### config.mk
export PLATFORM = sky130hd
export DESIGN_NAME = fpu_share_arb
export DESIGN_NICKNAME = d
export VERILOG_FILES = /design/src/rtl/fpu_share_arb.sv
export SDC_FILE = /design/constraint.sdc
export NUM_CORES = 1
export LEC_CHECK = 0
export ABC_AREA = 1
export BUFFER_PORTS_ARGS = -buffer_cell sky130_fd_sc_hd__buf_4
export CAP_MARGIN = 20
export CELL_PAD_IN_SITES_DETAIL_PLACEMENT = 1
export CELL_PAD_IN_SITES_GLOBAL_PLACEMENT = 1
export CORE_MARGIN = 2
export CORE_UTILIZATION = 24
export CTS_CLUSTER_SIZE = 28
export DETAILED_ROUTE_END_ITERATION = 7
export MAX_ROUTING_LAYER = met4
export PLACE_DENSITY = 0.74
export SYNTH_ARGS = -nofsm -noshare
export SYNTH_HDL_FRONTEND = slang
export SYNTH_SLANG_ARGS = --single-unit
export TNS_END_PERCENT = 50
### constraint.sdc
create_clock -name clk -period 6.1 [get_ports clk]
set_clock_uncertainty 0.15 [all_clocks]
set_input_delay 0 -clock clk [delete_from_list [all_inputs] [get_ports clk]]
set_output_delay 0 -clock clk [all_outputs]
set_load 0.05 [all_outputs]
### src/rtl/fpu_share_arb.sv
// Round-robin arbiter that shares one fixed-latency, non-stallable FP unit between NREQ requesters.
// Optional per-requester sticky error/overflow flags are built when FPU_SHARE_STICKY_EN is defined.
module fpu_share_arb #(
  parameter int NREQ = 4,
  parameter int LAT  = 2,
  parameter int IDW  = $clog2(NREQ)
) (
  input  logic                 clk,
  input  logic                 rst_n,
  input  logic                 hold,
  input  logic [NREQ-1:0]      req_valid,
  input  logic [NREQ*32-1:0]   req_a,
  input  logic [NREQ*32-1:0]   req_b,
  output logic [NREQ-1:0]      req_ready,
  output logic [31:0]          unit_a,
  output logic [31:0]          unit_b,
  input  logic [31:0]          unit_y,
  input  logic                 unit_error,
  input  logic                 unit_overflow,
  output logic                 rsp_valid,
  output logic [IDW-1:0]       rsp_id,
  output logic [31:0]          rsp_y,
  output logic                 rsp_error,
  output logic                 rsp_overflow,
`ifdef FPU_SHARE_STICKY_EN
  input  logic                 sticky_clr,
  output logic [NREQ-1:0]      sticky_err,
  output logic [NREQ-1:0]      sticky_ovf,
`endif
  output logic                 busy
);

  // Handshake: requester i transfers in any cycle where req_valid[i] && req_ready[i].
  // req_ready is one-hot (or zero), depends only on hold, req_valid and the RR pointer,
  // and a requester must hold its operands stable while valid and not yet ready.

  logic [IDW-1:0]  ptr;
  logic [IDW-1:0]  cand;
  logic [NREQ-1:0] grant;
  logic [IDW-1:0]  grant_id;
  logic            grant_any;
  logic [31:0]     sel_a;
  logic [31:0]     sel_b;
  logic            inflight;

  logic            tag_v  [0:LAT];
  logic [IDW-1:0]  tag_id [0:LAT];

  always_comb begin
    grant     = '0;
    grant_id  = '0;
    grant_any = 1'b0;
    cand      = '0;
    if (!hold) begin
      for (int k = 0; k < NREQ; k++) begin
        cand = IDW'((int'(ptr) + k) % NREQ);
        if (!grant_any && req_valid[cand]) begin
          grant_any   = 1'b1;
          grant[cand] = 1'b1;
          grant_id    = cand;
        end
      end
    end
  end

  assign req_ready = grant;

  // One-hot OR mux keeps operand selection off the ready path.
  always_comb begin
    sel_a = '0;
    sel_b = '0;
    for (int i = 0; i < NREQ; i++) begin
      if (grant[i]) begin
        sel_a = sel_a | req_a[i*32 +: 32];
        sel_b = sel_b | req_b[i*32 +: 32];
      end
    end
  end

  always_ff @(posedge clk or negedge rst_n) begin
    if (!rst_n) begin
      ptr    <= '0;
      unit_a <= '0;
      unit_b <= '0;
    end else if (grant_any) begin
      ptr    <= (grant_id == IDW'(NREQ - 1)) ? '0 : grant_id + 1'b1;
      unit_a <= sel_a;
      unit_b <= sel_b;
    end
  end

  // Ownership tags ride alongside the unit; the last stage lines up with unit_y.
  always_ff @(posedge clk or negedge rst_n) begin
    if (!rst_n) begin
      for (int k = 0; k <= LAT; k++) begin
        tag_v[k]  <= 1'b0;
        tag_id[k] <= '0;
      end
    end else begin
      tag_v[0]  <= grant_any;
      tag_id[0] <= grant_id;
      for (int k = 1; k <= LAT; k++) begin
        tag_v[k]  <= tag_v[k-1];
        tag_id[k] <= tag_id[k-1];
      end
    end
  end

  always_ff @(posedge clk or negedge rst_n) begin
    if (!rst_n) begin
      rsp_valid    <= 1'b0;
      rsp_id       <= '0;
      rsp_y        <= '0;
      rsp_error    <= 1'b0;
      rsp_overflow <= 1'b0;
    end else begin
      rsp_valid <= tag_v[LAT];
      if (tag_v[LAT]) begin
        rsp_id       <= tag_id[LAT];
        rsp_y        <= unit_y;
        rsp_error    <= unit_error;
        rsp_overflow <= unit_overflow;
      end
    end
  end

  always_comb begin
    inflight = 1'b0;
    for (int k = 0; k <= LAT; k++) inflight = inflight | tag_v[k];
  end

  assign busy = (|req_valid) | inflight;

`ifdef FPU_SHARE_STICKY_EN
  // Set is evaluated with the response capture so the flag appears alongside rsp_valid; set beats clear.
  always_ff @(posedge clk or negedge rst_n) begin
    if (!rst_n) begin
      sticky_err <= '0;
      sticky_ovf <= '0;
    end else begin
      for (int i = 0; i < NREQ; i++) begin
        sticky_err[i] <= (sticky_err[i] & ~sticky_clr) |
                         (tag_v[LAT] & unit_error & (tag_id[LAT] == IDW'(i)));
        sticky_ovf[i] <= (sticky_ovf[i] & ~sticky_clr) |
                         (tag_v[LAT] & unit_overflow & (tag_id[LAT] == IDW'(i)));
      end
    end
  end
`endif

endmodule

**Word-level counts from Yosys, hierarchy flattened**

Cells that the tools add are included.

- Output and inout bits: 106
- Flip-flop bits (word level): 112
- Word-level logic and storage cells: 96
- Bits of input ports: 297

- Muxes and demuxes: 46
- Order comparisons: 8
- Bitwise gates (word level): 12
- Add/sub/neg operators: 4
- Equal/unequal tests: 1
- Reduce and logical (&&, ||, !) cells: 11

Operator list:

| cell | count |
|---|---|
| two-way mux 32 bit | 8 |
| bitwise OR 32 bit | 6 |
| two-way mux 4 bit | 8 |
| two-way mux 1 bit | 16 |
| < comparator 2 x 3 -> 1 bit (second input constant) | 4 |
| two-way mux 2 bit | 6 |
| bitwise OR 4 bit | 3 |
| binary-select mux 1 bit (select 2 bit) | 4 |
| demux 1 bit (select 2 bit) | 4 |
| >= comparator 2 x 1 -> 1 bit (second input constant) | 4 |
| logical AND 1 bit | 7 |
| adder 2 x 1 -> 2 bit (second input constant) | 2 |
| adder 2 bit (second input constant) | 2 |
| OR reduction 4 bit | 1 |
| zero test 1 bit | 3 |
| bitwise OR 1 bit | 3 |
| == test 2 bit (second input constant) | 1 |

**Longest topological paths before layout**

- Depth in word-level cells: 23
- Depth in mapped cells: 14
- Depth with buffers taken out: 14

**Worst setup path before layout**

OpenSTA, ideal clock, no wires.

- Path type: reg2reg
- Start point: reg ptr[0]
- End point: reg unit_a[15]
- Setup time: 0.119 ns
- Period minus slack after synthesis: 2.260 ns
- Arrival: 1.991 ns
- Cell stages (with the launch flop): 15
- Path slack: 3.840 ns
- Path through: dfrtp_1 inv_2 ha_1 inv_1 nand3_1 nand2_1 nor2_2 a21oi_2 nand3_2 buf_8 buf_12 nand3_1 nand2_1 nor2_1 nand2_1

- Word-level cells in the longest chain between the ends: 23
- Elaborated cells between the ends (all ways): 63
- Classes of those cells: add/sub (3); order compare (8); mux (36); bitwise (6); reduce/logical (10)

RTL lines:

| element | line | RTL |
|---|---|---|
| start, declared | 37 | `logic [IDW-1:0] ptr;` |
| start signal, assigned | 86 | `ptr <= (grant_id == IDW'(NREQ - 1)) ? '0 : grant_id + 1'b1;` |
| branches (longest 23 deep; another with < comparator 2 x 3 -> 1 bit) | n/a |  |
| end signal, assigned | 87 | `unit_a <= sel_a;` |
| end, declared | 15 | `output logic [31:0] unit_a,` |

Several ways; the timed one is not identified. The select of a mux whose other input is x is not followed.
A chain may end at the register's enable or synchronous reset.

**Worst setup path after layout**

- Start point: reg ptr[0]
- End point: reg unit_a[11]

The elaborated chain is that of the path after synthesis.

==> out/metrics.yaml <==
sta:
  fin_setup_tns_ns: 0
  timing.fmax_mhz: 214.9
  slew_violations: 0
  hold_violation_total_from_the_final_report: 0
  fin_crit_sh_pct: 76.27
  min_cycle_time_layout_ns: 4.653
  setup_repair_after_global_routing_missed_its_margin: "no"
  report.final.setup_viol: 0
  worst_slew_margin_rel_pct: 27.83
  fin_worst_hold_slack_ns: 0.06775
  worst_slew_pin_slew_ns: 1.083
yosys:
  synth.cell_area_um2: 6998
  synth_cell_type_count: 31
  synth_cells: 889
  synth_seq_cells: 112
  yosys_warnings: 0
  synthesized_netlist_net_count: 1192
  sequential_element_share_of_the_synthesized_area_pct: 40.05
  avgSynthCellArea_um2: 7.872
floorplan:
  die_h_um: 174.8
  core.rowCount: 62
  starting_utilization_of_the_core_area_pct: 24.38
  floorplan.die.width_um: 174.8
  number_of_top_level_pins: 403
  die_area_um2: 30540
  core_box_area_um2: 28700
routing:
  via_count: 8738
  drt_wl_total_um: 34060
  drcViolationCount: 0
  vias_per_cell: 4.693
  drt-wirelength-per-cell_um: 18.29
  drt_iter0_drc: 323
  ant_nets: 0
  detailedRoute.firstPassIterationCount: 5
final_layout:
  drive_above_1_share_pct: 36.29
  layout.cells.most_common: "sky130_fd_sc_hd__buf_4"
  area_growth_syn_to_layout_pct: 81.83
  multi_input_area_um2: 3675
  register_area_um2: 2803
  nets: 1775
  nFillCells: 3432
  final_cell_mix: "410 x sky130_fd_sc_hd__buf_4, 287 x sky130_fd_sc_hd__nand2_1, 228 x sky130_fd_sc_hd__dlygate4sd3_1"
power:
  power.leakage_nw: 6.596
  cellPowerDensity_nw_per_um2: 549.3
  irDropWorstVdd_mv: 0.2171
clock_network:
  cts.repair.resized: 0
  max-clock-path-buffers: 2
  h-tree-depth: 3
  cts.sinks: 112
  ctsRootBufferMaster: "sky130_fd_sc_hd__clkbuf_16"
  cts.reportedPaths.clkPinSlew_ns: 0.10
  worstSkewPairLatency_ns: 0.37
  cts_tree: "built"
  cts-buffers-inserted: 9
critical_path:
  cp.required_ns: 6.20
  data_arrival_time_of_the_critical_path_ns: 4.75
  startpoint_type: "flop"
  path_max_fanout: 38
  end_kind: "flop"
  crit_type: "flop to flop"
global_route:
  antenna_found_initial: 1
  globalRouteOverflowTotal: 0
  grt_max_degree: 106
  wire_length_of_the_first_global_routing_pass_um: 52810
  global_routing_usage_summed_across_all_routing_layers_pct: 22.50
  first_global_vias: 9700
worst_hold_path:
  worstHoldPathType: "input port to asynchronous set/reset pin"
placed_design:
  dp_hpwl_um: 20950
  port-buffer-count: 402
  place.gp.congestion: 0.8114
status:
  outcome: "complete, no violations"
flow_run:
  max_cap_viol: 0
## Yosys cell counts, drive strengths merged
| cell type | instances | share of area [%] |
|---|---|---|
| nand3 | 270 | 23 |
| dfrtp | 112 | 40 |
| buf | 44 | 5.6 |
| nor2 | 68 | 4.1 |
| mux2 | 36 | 5.8 |
| or2 | 1 | 0.089 |
| o21ai | 1 | 0.071 |
| clkinv | 1 | 0.071 |
| clkbuf | 23 | 1.2 |
| nand4 | 5 | 0.45 |
| a21boi | 4 | 0.43 |
| inv | 16 | 0.86 |
| a21oi | 6 | 0.59 |
| nor3 | 1 | 0.071 |
| ha | 6 | 1.1 |
| nand2 | 295 | 16 |
## worst max-delay path, stage by stage, from the launching register on
cell and delay [ns]:
sky130_fd_sc_hd__dfrtp_1 0.46, sky130_fd_sc_hd__inv_2 0.25, sky130_fd_sc_hd__ha_1 0.33, sky130_fd_sc_hd__inv_1 0.11, sky130_fd_sc_hd__nand3_1 0.08, sky130_fd_sc_hd__nand2_1 0.09, sky130_fd_sc_hd__nor2_2 0.09, sky130_fd_sc_hd__a21oi_1 0.16
sky130_fd_sc_hd__nand3_2 0.69, sky130_fd_sc_hd__buf_4 0.57, sky130_fd_sc_hd__nand3_1 0.15, sky130_fd_sc_hd__nand2_1 0.07, sky130_fd_sc_hd__dlygate4sd3_1 0.57, sky130_fd_sc_hd__nor2_1 0.11, sky130_fd_sc_hd__dlygate4sd3_1 0.57, sky130_fd_sc_hd__nand2_1 0.06
## what timing repair did
item                      in CTS  in global routing
hold buffers                 228                  0
buffers inserted               0                  0
hold endpoints to repair     152                  0
## kinds of logic (layout without fill, tap and decap cells)
family | after synthesis | in the layout | synth area share (%)
flip-flops | 112 | 112 | 40.05
other | 0 | 1 | 0
AND/OR/NAND/NOR | 640 | 640 | 44.23
adder cells (fa/ha/maj) | 6 | 6 | 1.073
AO/OA/AOI/OAI | 11 | 11 | 1.090
multiplexers | 36 | 36 | 5.793
buffers and inverters | 84 | 672 | 7.760
## power breakdown
part | switching, mW | total, mW | leakage [nW] | internal [mW]
sequential | 0.192 | 1.27 | 1.36 | 1.08
combinational | 3.14 | 5.07 | 5.08 | 1.92
clock | 0.345 | 0.650 | 0.153 | 0.306
total | 3.68 | 6.99 | 6.60 | 3.31
## final timing paths
check	from	end	slack, ns	cells past startpoint
worst max-delay path	ptr[0]	unit_a[11]	1.45	15
worst min-delay path	rst_n	rsp_y[8]	0.07	2
worst max register to register	ptr[0]	unit_a[11]	1.45	15
worst min register to register	tag_id[2]	tag_id[0]	0.21	0
max in group asynchronous	rst_n	rsp_y[13]	4.43	3
min in group clk	req_valid[1]	tag_id[4]	0.15	7
## metal layers
metal / routed length (µm) / GRT usage, % / part of all wire (%) / vias to the layer above
met3: 1537 / 3.634 / 4.5 / 65
met2: 17900 / 40.58 / 53 / 287
li1: - / - / - / 4098
met5: 0 / - / 0 / -
met4: 1201 / 8.160 / 3.5 / 0
met1: 13420 / 24.99 / 39 / 4288
## per-stage QoR
stage	worst slack (ns)	utilization, %	area (µm²)	total power, mW	instances
after floorplan	3.840	-	6998	4.291	889
after global placement	2.753	35.22	10110	5.289	1616
after detailed placement	2.626	35.22	10110	5.381	1616
after CTS	1.583	44.25	12700	6.919	1860
after global routing	1.141	44.33	12720	7.446	1862
final	1.447	44.33	12720	6.989	1862
## sequential cells by signal, indices dropped and copies added (netlist names)
name	count
rsp_y	32
rsp_id	2
unit_a	32
rsp_valid	1
tag_id	6
rsp_error	1
tag_v	3
unit_b	32
rsp_overflow	1
ptr	2
## final cells by class
| class | instances | share of cell area [%] |
|---|---|---|
| inverters | 17 | 0.5703 |
| well taps | 384 | 3.776 |
| multi-input cells | 693 | 28.88 |
| flip-flops and latches | 112 | 22.03 |
| repair buffers | 639 | 42.28 |
| clock inverters | 6 | 0.5703 |
| clock buffers | 10 | 1.878 |
| diodes | 1 | 0.01967 |
Note: power is estimated with default switching activity, not from simulation.
